`config.mk`:
```
export PLATFORM = sky130hd
export DESIGN_NAME = hazard_scoreboard
export DESIGN_NICKNAME = d
export VERILOG_FILES = /design/src/rtl/hazard_scoreboard.sv
export SDC_FILE = /design/constraint.sdc
export NUM_CORES = 1
export LEC_CHECK = 0
export CORE_MARGIN = 5
export CORE_UTILIZATION = 43
export CTS_CLUSTER_SIZE = 28
export DETAILED_ROUTE_END_ITERATION = 16
export GPL_ROUTABILITY_DRIVEN = 0
export GPL_TIMING_DRIVEN = 0
export PLACE_DENSITY = 0.85
export SYNTH_ARGS = -nofsm -noshare
export SYNTH_HDL_FRONTEND = slang
export SYNTH_SLANG_ARGS = --single-unit
```
`constraint.sdc`:
```
create_clock -name clk -period 4.05 [get_ports clk]
set_input_delay 1.215 -clock clk [delete_from_list [all_inputs] [get_ports clk]]
set_output_delay 1.215 -clock clk [all_outputs]
set_load 0.01 [all_outputs]
```
`src/rtl/hazard_scoreboard.sv`:
```
// Pipeline hazard scoreboard: tracks destination/tnew of E, M and W, and the
// multiply/divide busy window, and decides D-stage stalls combinationally.
module hazard_scoreboard (
  input  logic       clk,
  input  logic       reset,
  input  logic [4:0] d_rs,
  input  logic [4:0] d_rt,
  input  logic [1:0] d_tuse_rs,
  input  logic [1:0] d_tuse_rt,
  input  logic [4:0] d_a3,
  input  logic [1:0] d_tnew,
  input  logic       d_md,
  input  logic       d_md_start,
  input  logic       d_is_div,
  output logic       stall,
  output logic       e_clr,
  output logic       e_ready,
  output logic       m_ready,
  output logic       md_busy
);

  localparam logic [3:0] MULT_CYCLES = 4'd5;
  localparam logic [3:0] DIV_CYCLES  = 4'd10;

  logic [4:0] e_a3, m_a3, w_a3;
  logic [1:0] e_tnew, m_tnew, w_tnew;
  logic       e_md, e_div;
  logic [3:0] md_cnt;
  logic       stall_rs, stall_rt, stall_md;

  function automatic logic [1:0] sat_dec(input logic [1:0] t);
    return (t == 2'd0) ? 2'd0 : t - 2'd1;
  endfunction

  // A source hazards when a younger-than-W producer will not have its result
  // ready by the time D needs it; tuse of 3 marks an operand that is not read.
  function automatic logic src_hazard(input logic [4:0] rs, input logic [1:0] tuse,
                                      input logic [4:0] ea3, input logic [1:0] etn,
                                      input logic [4:0] ma3, input logic [1:0] mtn);
    return (tuse != 2'd3) && (rs != 5'd0) &&
           (((rs == ea3) && (etn > tuse)) || ((rs == ma3) && (mtn > tuse)));
  endfunction

  always_comb begin
    stall_rs = src_hazard(d_rs, d_tuse_rs, e_a3, e_tnew, m_a3, m_tnew);
    stall_rt = src_hazard(d_rt, d_tuse_rt, e_a3, e_tnew, m_a3, m_tnew);
    stall_md = d_md && (e_md || md_busy);
    stall    = stall_rs || stall_rt || stall_md;
    e_clr    = stall;
    e_ready  = (e_tnew == 2'd0);
    m_ready  = (m_tnew == 2'd0);
  end

  assign md_busy = (md_cnt != 4'd0);

  always_ff @(posedge clk or negedge reset) begin
    if (!reset) begin
      e_a3   <= 5'd0;
      e_tnew <= 2'd0;
      m_a3   <= 5'd0;
      m_tnew <= 2'd0;
      w_a3   <= 5'd0;
      w_tnew <= 2'd0;
      e_md   <= 1'b0;
      e_div  <= 1'b0;
      md_cnt <= 4'd0;
    end else begin
      if (stall) begin
        e_a3   <= 5'd0;
        e_tnew <= 2'd0;
      end else begin
        e_a3   <= d_a3;
        e_tnew <= d_tnew;
      end
      m_a3   <= e_a3;
      m_tnew <= sat_dec(e_tnew);
      w_a3   <= m_a3;
      w_tnew <= sat_dec(m_tnew);
      // A stalled md_start never reaches E, so a busy unit is never restarted.
      e_md   <= d_md_start && !stall;
      e_div  <= d_is_div;
      if (e_md)
        md_cnt <= e_div ? DIV_CYCLES : MULT_CYCLES;
      else if (md_cnt != 4'd0)
        md_cnt <= md_cnt - 4'd1;
    end
  end

endmodule
```
==> results_dict.tcl, run 1 <==
set metrics [dict create \
    setup_ws_ps -37.6 \
    drive_gt1_share_pct 29.6 \
    grt_pass1_vias 1100 \
    vias_per_cell 5.15 \
    worst-path-max-fanout 2 \
    antenna_left 0 \
    rsz0062_at_grt "yes" \
    pre_cts_ws_ps -1280 \
    synthFlopType "dfrtp_1" \
    synth_common_cells "20 x dfrtp_1, 14 x xnor2_1, 12 x nand2_1" \
    max-vdd-ir-drop_mv 0.355 \
    synthMuxAreaShare_pct 0 \
    min_period_ps 4090 \
    cpPeakStageDelay_ps 520 \
    clockBufferDepth 2 \
    postSynthNetCount 157 \
    row_count 19 \
    avgSynthCellArea_um2 10.1 \
    die_h_um 63.4 \
    max_cap_viol_count 0 \
    detail_route.first_pass.iterations 4 \
    route.detailed.drc 0 \
    dp_hpwl_mm 2.15 \
    end_kind "primary output" \
    relSlewSlack_pct 43.5 \
    min_path_type "register to register" \
    portBuffers 30 \
    ys_ff_latch 20 \
    drt-total-wl_mm 2.83 \
    fin_util_pct 65.6 \
    cts-hold-fix-buffers 0 \
    place_inst 182 \
    nNetsFinal 196 \
    synth-edff-count 0 \
    clkLatencyLatePin_ps 290 \
    powerDensity_mw_per_mm2 356 \
    ys_seq_area_share_pct 40.9 \
    fin_crit_sh_pct 101 \
    crit_top_cell "buf_6" \
    drtIter0Drc 23 \
    fp.dieW_um 63.4 \
    synth_compound_area_share_pct 10.2 \
    tightestPinTransition_ps 845 \
    cp.arrival_ps 2870 \
    setup_viol 1 \
    cts_buffers 3 \
    cts-htree-levels 1 \
    yosysMostFrequentCell "dfrtp_1" \
    status "finished, violations left" \
    start_util_pct 44.8 \
    violations "setup timing" \
    cts_tree "yes" \
    netlist_area_mm2 0.00122 \
    yosys.area_share.simple_pct 19.0 \
    drv_slew 0 \
    grt_pass1_wl_mm 4.88 \
    ys_async_sr_fraction_pct 100 \
    synth_largest_area_cell "dfrtp_1" \
    diodes 0 \
    design.core.area_mm2 0.00273 \
    hold_violations 0 \
    fin_worst_skew_ps 6.20 \
    synth.top_cell.area_share_pct 40.9 \
    crit_path_cell_trace "buf_6, inv_4, ha_4, a21oi_2, or4_4, a221oi_4, or3_4, buf_6, buf_6" \
    critPathRequiredTime_ps 2830 \
    synth_cell_type_count 24 \
    crit_slowest_cell "or4_4" \
    area_growth_pct 46.4 \
    synthTopCellsByArea "dfrtp_1 41%, ha_1 10%, xnor2_1 10%, xor2_1 5.7%, a221oi_4 4.3%" \
    grt_max_degree 21 \
    grt_usage_pct 14.9 \
    io_pins 31 \
    via_count 979 \
    grt_overflow 0 \
    clkTransAtPathRegs_ps 100 \
    cts_sinks 20 \
    power.leakage_nw 0.780 \
    path_class "primary input to primary output" \
    synth_top_family_by_area "simple AND/OR/NAND/NOR gates" \
    antenna_found_initial 0 \
    max_freq_ghz 0.245 \
    synth_cells 121 \
    die_area_mm2 0.00402 \
    cts-root-buf "clkbuf_4" \
    fin_cells 190 \
    synthAdderAreaFrac_pct 10.2 \
    routedWlPerCell_um 14.9 \
    synth_warnings 0 \
    startpoint_type "primary input" \
    synth-xor-area-share_pct 15.7 \
]
-- flip-flops by register name, summed over array words and instances (netlist names) --
| name | cells |
|---|---|
| e_a3 | 5 |
| e_div | 1 |
| e_md | 1 |
| e_tnew | 2 |
| m_a3 | 5 |
| m_tnew | 2 |
| md_cnt | 4 |
-- report_power, final --
part | leakage (nW) | internal, W | total [W] | switching [W]
clock network | 0.0210 | 0.0000547 | 0.000112 | 0.0000575
registers | 0.252 | 0.000237 | 0.000273 | 0.0000353
logic | 0.507 | 0.000139 | 0.000254 | 0.000115
-- placed cells by master (no fill, tap or decap), types with 2 or more instances in the layout --
master / count
a21oi_1: 4
a221oi_4: 2
and2_1: 2
buf_4: 4
buf_6: 5
buf_8: 2
clkbuf_2: 2
clkbuf_4: 3
clkdlybuf4s15_1: 4
clkdlybuf4s15_2: 3
clkdlybuf4s50_1: 14
dfrtp_1: 20
ha_1: 2
ha_4: 8
inv_1: 9
nand2_1: 9
nand2_2: 3
nand4_1: 4
nor2_1: 4
nor3_1: 9
o21a_1: 3
or4_4: 5
xnor2_1: 12
xnor2_2: 2
xor2_1: 8
-- final timing paths --
check | from | endpoint | slack [ps] | cells past startpoint
min in group asynchronous | reset | md_cnt[0] | 1390 | 1
hold / removal | e_a3[1] | m_a3[1] | 460 | 0
hold reg to reg | e_a3[1] | m_a3[1] | 460 | 0
setup / recovery | d_tuse_rs[1] | stall | -40 | 9
max in group asynchronous | reset | m_a3[2] | 2130 | 1
setup reg to reg | e_tnew[0] | e_a3[1] | 1900 | 9
-- cells by family after synthesis --
| family | count (synthesis) |
|---|---|
| DFF | 20 |
| xor gates and xnor gates | 22 |
| adders and majority gates | 10 |
| buffers and inverters | 12 |
| and+or+nand+nor | 43 |
| AOI/OAI and AO/OA | 14 |
-- critical path, delay by kind of cell --
family / cells / cell delay [ps]
compound gates: 2 / 360
fa+ha+maj: 1 / 260
buf+inv: 4 / 320
simple gates: 2 / 720
-- final cells by class --
cell class                 count  area (µm²)
fill                         221         941
multi-input combinational     89         823
sequential                    20         500
timing repair buffer          34         334
inverter                      11        48.8
tap                           31        38.8
clock buffer                   4        36.3
buffer                         1        11.3
-- stage by stage --
step / hold WS, ps / TNS, ps / instance area [µm²] / total power [W]
5_1_grt: 486 / -76.7 / 1790 / 0.000687
4_1_cts: 463 / -43.5 / 1770 / 0.000633
2_1_floorplan: 409 / 0 / 1230 / 0.000413
3_5_place_dp: 439 / -2460 / 1570 / 0.000502
6_report: 462 / -37.6 / 1790 / 0.000639
3_3_place_gp: 434 / -2310 / 1570 / 0.000486
-- metal layers --
layer,wire [µm],global-route usage (%),share of wire (%),up-vias
met5,0,0,0,-
met2,1470,26.8,52,27
li1,-,-,-,488
met3,173,4.09,6.1,2
met4,13,4.16,0.46,0
met1,1170,17.1,41,462
-- what timing repair did --
| item | CTS | global route |
|---|---|---|
| setup buffers | 3 | 1 |
| gates resized for setup | 77 | 11 |
| pin swaps | 19 | 9 |
| cloned | 0 | 0 |
| setup endpoints to repair | 2 | 2 |
No activity file was read; power rests on OpenSTA's default activity.
==> run 2: changes to the inputs <==
--- a/config.mk
+++ b/config.mk
@@ -15,3 +15,4 @@
 export SYNTH_ARGS = -nofsm -noshare
 export SYNTH_HDL_FRONTEND = slang
 export SYNTH_SLANG_ARGS = --single-unit
+export TNS_END_PERCENT = 10
==> run 2 against run 1 <==
  * The run still ends with setup timing left
  * Clock-buffer cell count is the same
  * Worst hold slack unchanged
  * Wire length is 0.18% lower
  * Sequential share of layout area increased by 0.098 points
  * Die area is the same
  * Highest routed layer unchanged
==> results_dict.tcl, run 2 (synthesis results as in run 1) <==
set metrics [dict create \
    power.leakage_nw 0.778 \
    route.detailed.drc 0 \
    fin_crit_sh_pct 101 \
    startpoint_type "primary input" \
    detail_route.first_pass.iterations 4 \
    drtIter0Drc 23 \
    pre_cts_ws_ps -1280 \
    dp_hpwl_mm 2.15 \
    crit_slowest_cell "or4_4" \
    crit_top_cell "buf_6" \
    cpPeakStageDelay_ps 520 \
    path_class "primary input to primary output" \
    relSlewSlack_pct 43.5 \
    worst-path-max-fanout 2 \
    place_inst 182 \
    fp.dieW_um 63.4 \
    total_power_w 0.000636 \
    end_kind "primary output" \
    clkLatencyLatePin_ps 290 \
    design.core.area_mm2 0.00273 \
    die_h_um 63.4 \
    violations "setup timing" \
    drive_gt1_share_pct 29.6 \
    crit_path_cell_trace "buf_6, inv_4, ha_4, a21oi_2, or4_4, a221oi_4, or3_4, buf_6, buf_6" \
    hold_violations 0 \
    rsz0062_at_grt "yes" \
    cts-hold-fix-buffers 0 \
    max-vdd-ir-drop_mv 0.355 \
    fin_util_pct 65.4 \
    drv_slew 0 \
    clkTransAtPathRegs_ps 100 \
    fin_worst_skew_ps 6.20 \
    max_freq_ghz 0.245 \
    drt-total-wl_mm 2.82 \
    via_count 979 \
    cts_tree "yes" \
    status "finished, violations left" \
    cts-htree-levels 1 \
    portBuffers 30 \
    row_count 19 \
    antenna_found_initial 0 \
    cts_sinks 20 \
    grt_pass1_vias 1100 \
    layout_common_cells "20 x dfrtp_1, 14 x clkdlybuf4s50_1, 12 x xnor2_1" \
    powerDensity_mw_per_mm2 356 \
    grt_pass1_wl_mm 4.88 \
    cp.arrival_ps 2860 \
    setup_viol 1 \
    layout_commonest_cell "dfrtp_1" \
    cts_buffers 3 \
    min_path_type "register to register" \
    grt_overflow 0 \
    start_util_pct 44.8 \
    vias_per_cell 5.15 \
    antenna_left 0 \
    fillers 223 \
    area_growth_pct 45.9 \
    die_area_mm2 0.00402 \
    grt_max_degree 21 \
    grt_usage_pct 14.9 \
    diodes 0 \
    io_pins 31 \
    routedWlPerCell_um 14.8 \
    max_cap_viol_count 0 \
    fin_cells 190 \
    min_period_ps 4080 \
    nNetsFinal 196 \
    tightestPinTransition_ps 845 \
    cts-root-buf "clkbuf_4" \
    critPathRequiredTime_ps 2830 \
    reg_top3 "e_a3 x5, m_a3 x5, md_cnt x4" \
    clockBufferDepth 2 \
    setup_ws_ps -25.8 \
]
## run 2: cell count changes in the layout (fill, tap and decap cells not counted)
cell   change
buf_6      -1
buf_2      +1
## run 2: cell type report
type	count	area (µm²)	share of cell area (%)
buffer	1	11.3	0.630
clock buffer	4	36.3	2.03
inverter	11	48.8	2.73
multi-input combinational	89	823	46.1
sequential	20	500	28.0
tap	31	38.8	2.17
timing repair buffer	34	328	18.3
## run 2: path summary, 6_finish.rpt
path	startpoint	to	slack [ps]	cells past startpoint
setup / recovery	d_tuse_rs[1]	stall	-30	9
hold reg to reg	e_a3[1]	m_a3[1]	460	0
max in group asynchronous	reset	m_a3[2]	2130	1
min in group asynchronous	reset	md_cnt[0]	1390	1
hold / removal	e_a3[1]	m_a3[1]	460	0
setup reg to reg	e_tnew[0]	e_a3[1]	1900	9
## run 2: worst max-delay path: cells and delay by family
family                     cells  cell delay [ps]
adders and majority gates      1              260
AOI/OAI and AO/OA              2              360
buffers and inverters          4              310
and+or+nand+nor                2              710
## run 2: metal layers
layer / wire length (µm) / global-route usage (%) / vias up
met5: 0 / 0 / -
met4: 13 / 4.16 / 0
met3: 164 / 4.09 / 2
met2: 1470 / 26.8 / 27
met1: 1170 / 17.1 / 462
li1: - / - / 488
## run 2: through the flow
step | cell area [µm²] | setup TNS, ps | hold WS (ps)
5_1_grt | 1790 | -87.3 | 486
4_1_cts | 1770 | -43.5 | 463
2_1_floorplan | 1230 | 0 | 409
3_5_place_dp | 1570 | -2460 | 439
6_report | 1790 | -25.8 | 462
3_3_place_gp | 1570 | -2310 | 434
## run 2: repair_timing
item / CTS / global route
resized for setup: 77 / 10
buffers inserted: 3 / 1
endpoints found under the setup margin: 2 / 2
pin swaps: 19 / 9
## run 2: power breakdown
part	leakage, nW	internal (W)	switching (W)
sequential	0.252	0.000237	0.0000353
combinational	0.505	0.000136	0.000115
clock	0.0210	0.0000547	0.0000575
total	0.778	0.000429	0.000207
==> run 3: changes to the inputs <==
--- a/config.mk
+++ b/config.mk
@@ -10,7 +10,7 @@
 export CTS_CLUSTER_SIZE = 28
 export DETAILED_ROUTE_END_ITERATION = 16
 export GPL_ROUTABILITY_DRIVEN = 0
-export GPL_TIMING_DRIVEN = 0
+export GPL_TIMING_DRIVEN = 1
 export PLACE_DENSITY = 0.85
 export SYNTH_ARGS = -nofsm -noshare
 export SYNTH_HDL_FRONTEND = slang
==> run 3 against run 2 <==
  * The run now ends clean
  * First-iteration DRC count increased by 26%
  * Utilization decreased by 0.87 points
  * Highest routed layer unchanged
  * Via count increased by 1.7%
  * Worst hold slack improved by 1.8 ps
  * Wire length increased by 2.1%
  * Clock skew increased by 6.3 ps
  * Combinational power about the same
  * Register-to-register slack got worse by 80 ps
  * Critical endpoint is now e_clr
  * Sequential share of layout area increased by 0.38 points
  * Final cell count increased by 0.53%
==> results_dict.tcl, run 3 (synthesis results as in run 1) <==
set metrics [dict create \
    clkLatencyLatePin_ps 300 \
    grt_pass1_wl_mm 4.93 \
    cts-hold-fix-buffers 0 \
    drive_gt1_share_pct 28.1 \
    grt_overflow 0 \
    start_util_pct 44.8 \
    routedWlPerCell_um 15.1 \
    end_kind "primary output" \
    diodes 0 \
    via_count 996 \
    die_area_mm2 0.00402 \
    min_period_ps 4050 \
    design.core.area_mm2 0.00273 \
    total_power_w 0.000613 \
    clkTransAtPathRegs_ps 90 \
    route.detailed.drc 0 \
    row_count 19 \
    cts-root-buf "clkbuf_4" \
    cp.arrival_ps 2830 \
    grt_max_degree 21 \
    power.leakage_nw 0.769 \
    cts_sinks 20 \
    die_h_um 63.4 \
    multi_input_area_um2 807 \
    max_cap_viol_count 0 \
    drt-total-wl_mm 2.88 \
    area_growth_pct 43.9 \
    max-vdd-ir-drop_mv 0.358 \
    relSlewSlack_pct 43.9 \
    path_class "primary input to primary output" \
    hold_violations 0 \
    fin_util_pct 64.5 \
    grt_usage_pct 15.3 \
    nNetsFinal 198 \
    min_path_type "register to register" \
    cts_tree "yes" \
    clockBufferDepth 2 \
    antenna_found_initial 0 \
    tightestPinTransition_ps 839 \
    fp.dieW_um 63.4 \
    rsz0062_at_grt "yes" \
    fillers 228 \
    setup_viol 0 \
    layout_commonest_cell "dfrtp_1" \
    timing.hold.ws_ps 464 \
    regArea_um2 500 \
    cts_buffers 3 \
    grt_pass1_vias 1123 \
    critPathRequiredTime_ps 2830 \
    portBuffers 30 \
    status "finished clean" \
    reg_top3 "e_a3 x5, m_a3 x5, md_cnt x4" \
    cts-htree-levels 1 \
    drv_slew 0 \
    fin_worst_skew_ps 12.5 \
    max_freq_ghz 0.247 \
    layout_common_cells "20 x dfrtp_1, 14 x xnor2_1, 14 x clkdlybuf4s50_1" \
    fin_cells 191 \
    fin_crit_sh_pct 99.9 \
    io_pins 31 \
    vias_per_cell 5.21 \
    detail_route.first_pass.iterations 4 \
    antenna_left 0 \
    worst-path-max-fanout 2 \
    dp_hpwl_mm 2.24 \
    powerDensity_mw_per_mm2 348 \
    startpoint_type "primary input" \
    place_inst 187 \
    drtIter0Drc 29 \
]
run 3: cell count changes in the layout (fill, tap and decap cells not counted), moves of 2 or more:
cell           previous run  this run
buf_2                     2         0
buf_4                     4         7
dlygate4sd2_1             0         2
xnor2_1                  12        14
xnor2_2                   2         0
run 3: through the flow:
stage | setup slack (ps) | setup TNS, ps | cell area, µm²
global route | -48.8 | -93.2 | 1760
finish | 2.14 | 0 | 1760
global placement | -870 | -1740 | 1610
floorplan | 9.36 | 0 | 1230
CTS | 2.23 | 0 | 1720
detailed placement | -927 | -1840 | 1610
run 3: repair_timing:
action | CTS | global route
setup endpoints to repair | 2 | 2
resized for setup | 62 | 15
pin swaps | 22 | 15
setup buffers | 0 | 1
run 3: path summary, 6_finish.rpt:
path | start | endpoint | slack (ps) | cells after the start
worst min register to register | e_a3[0] | m_a3[0] | 460 | 0
min in group asynchronous | reset | e_div | 1380 | 1
worst max-delay path | d_tuse_rs[1] | e_clr | 2 | 9
worst max register to register | m_tnew[0] | e_a3[0] | 1820 | 9
max in group asynchronous | reset | m_a3[1] | 2140 | 1
worst min-delay path | e_a3[0] | m_a3[0] | 460 | 0
run 3: worst max-delay path, stage by stage:
cell      delay (ps)
buf_8            100
inv_6             50
ha_4             190
nand2_2           50
nand4_1           80
or4_4            530
a221oi_4         310
or3_4            190
buf_6            100
run 3: final cells by class:
type,instances,area share (%)
timing repair buffer,37,19.6
clock buffer,3,1.28
tap,31,2.20
multi-input combinational,89,45.8
sequential,20,28.4
inverter,11,2.77
run 3: routing by layer:
layer	vias up	routed length, µm	global-route usage, %
li1	492	-	-
met4	0	70	7.53
met2	31	1460	27.0
met5	-	0	0
met1	467	1200	16.9
met3	6	150	3.55
run 3: power by group:
group / internal (W) / leakage, nW / switching, W
clock: 0.0000347 / 0.0138 / 0.0000548
sequential: 0.000237 / 0.252 / 0.0000345
combinational: 0.000136 / 0.502 / 0.000115
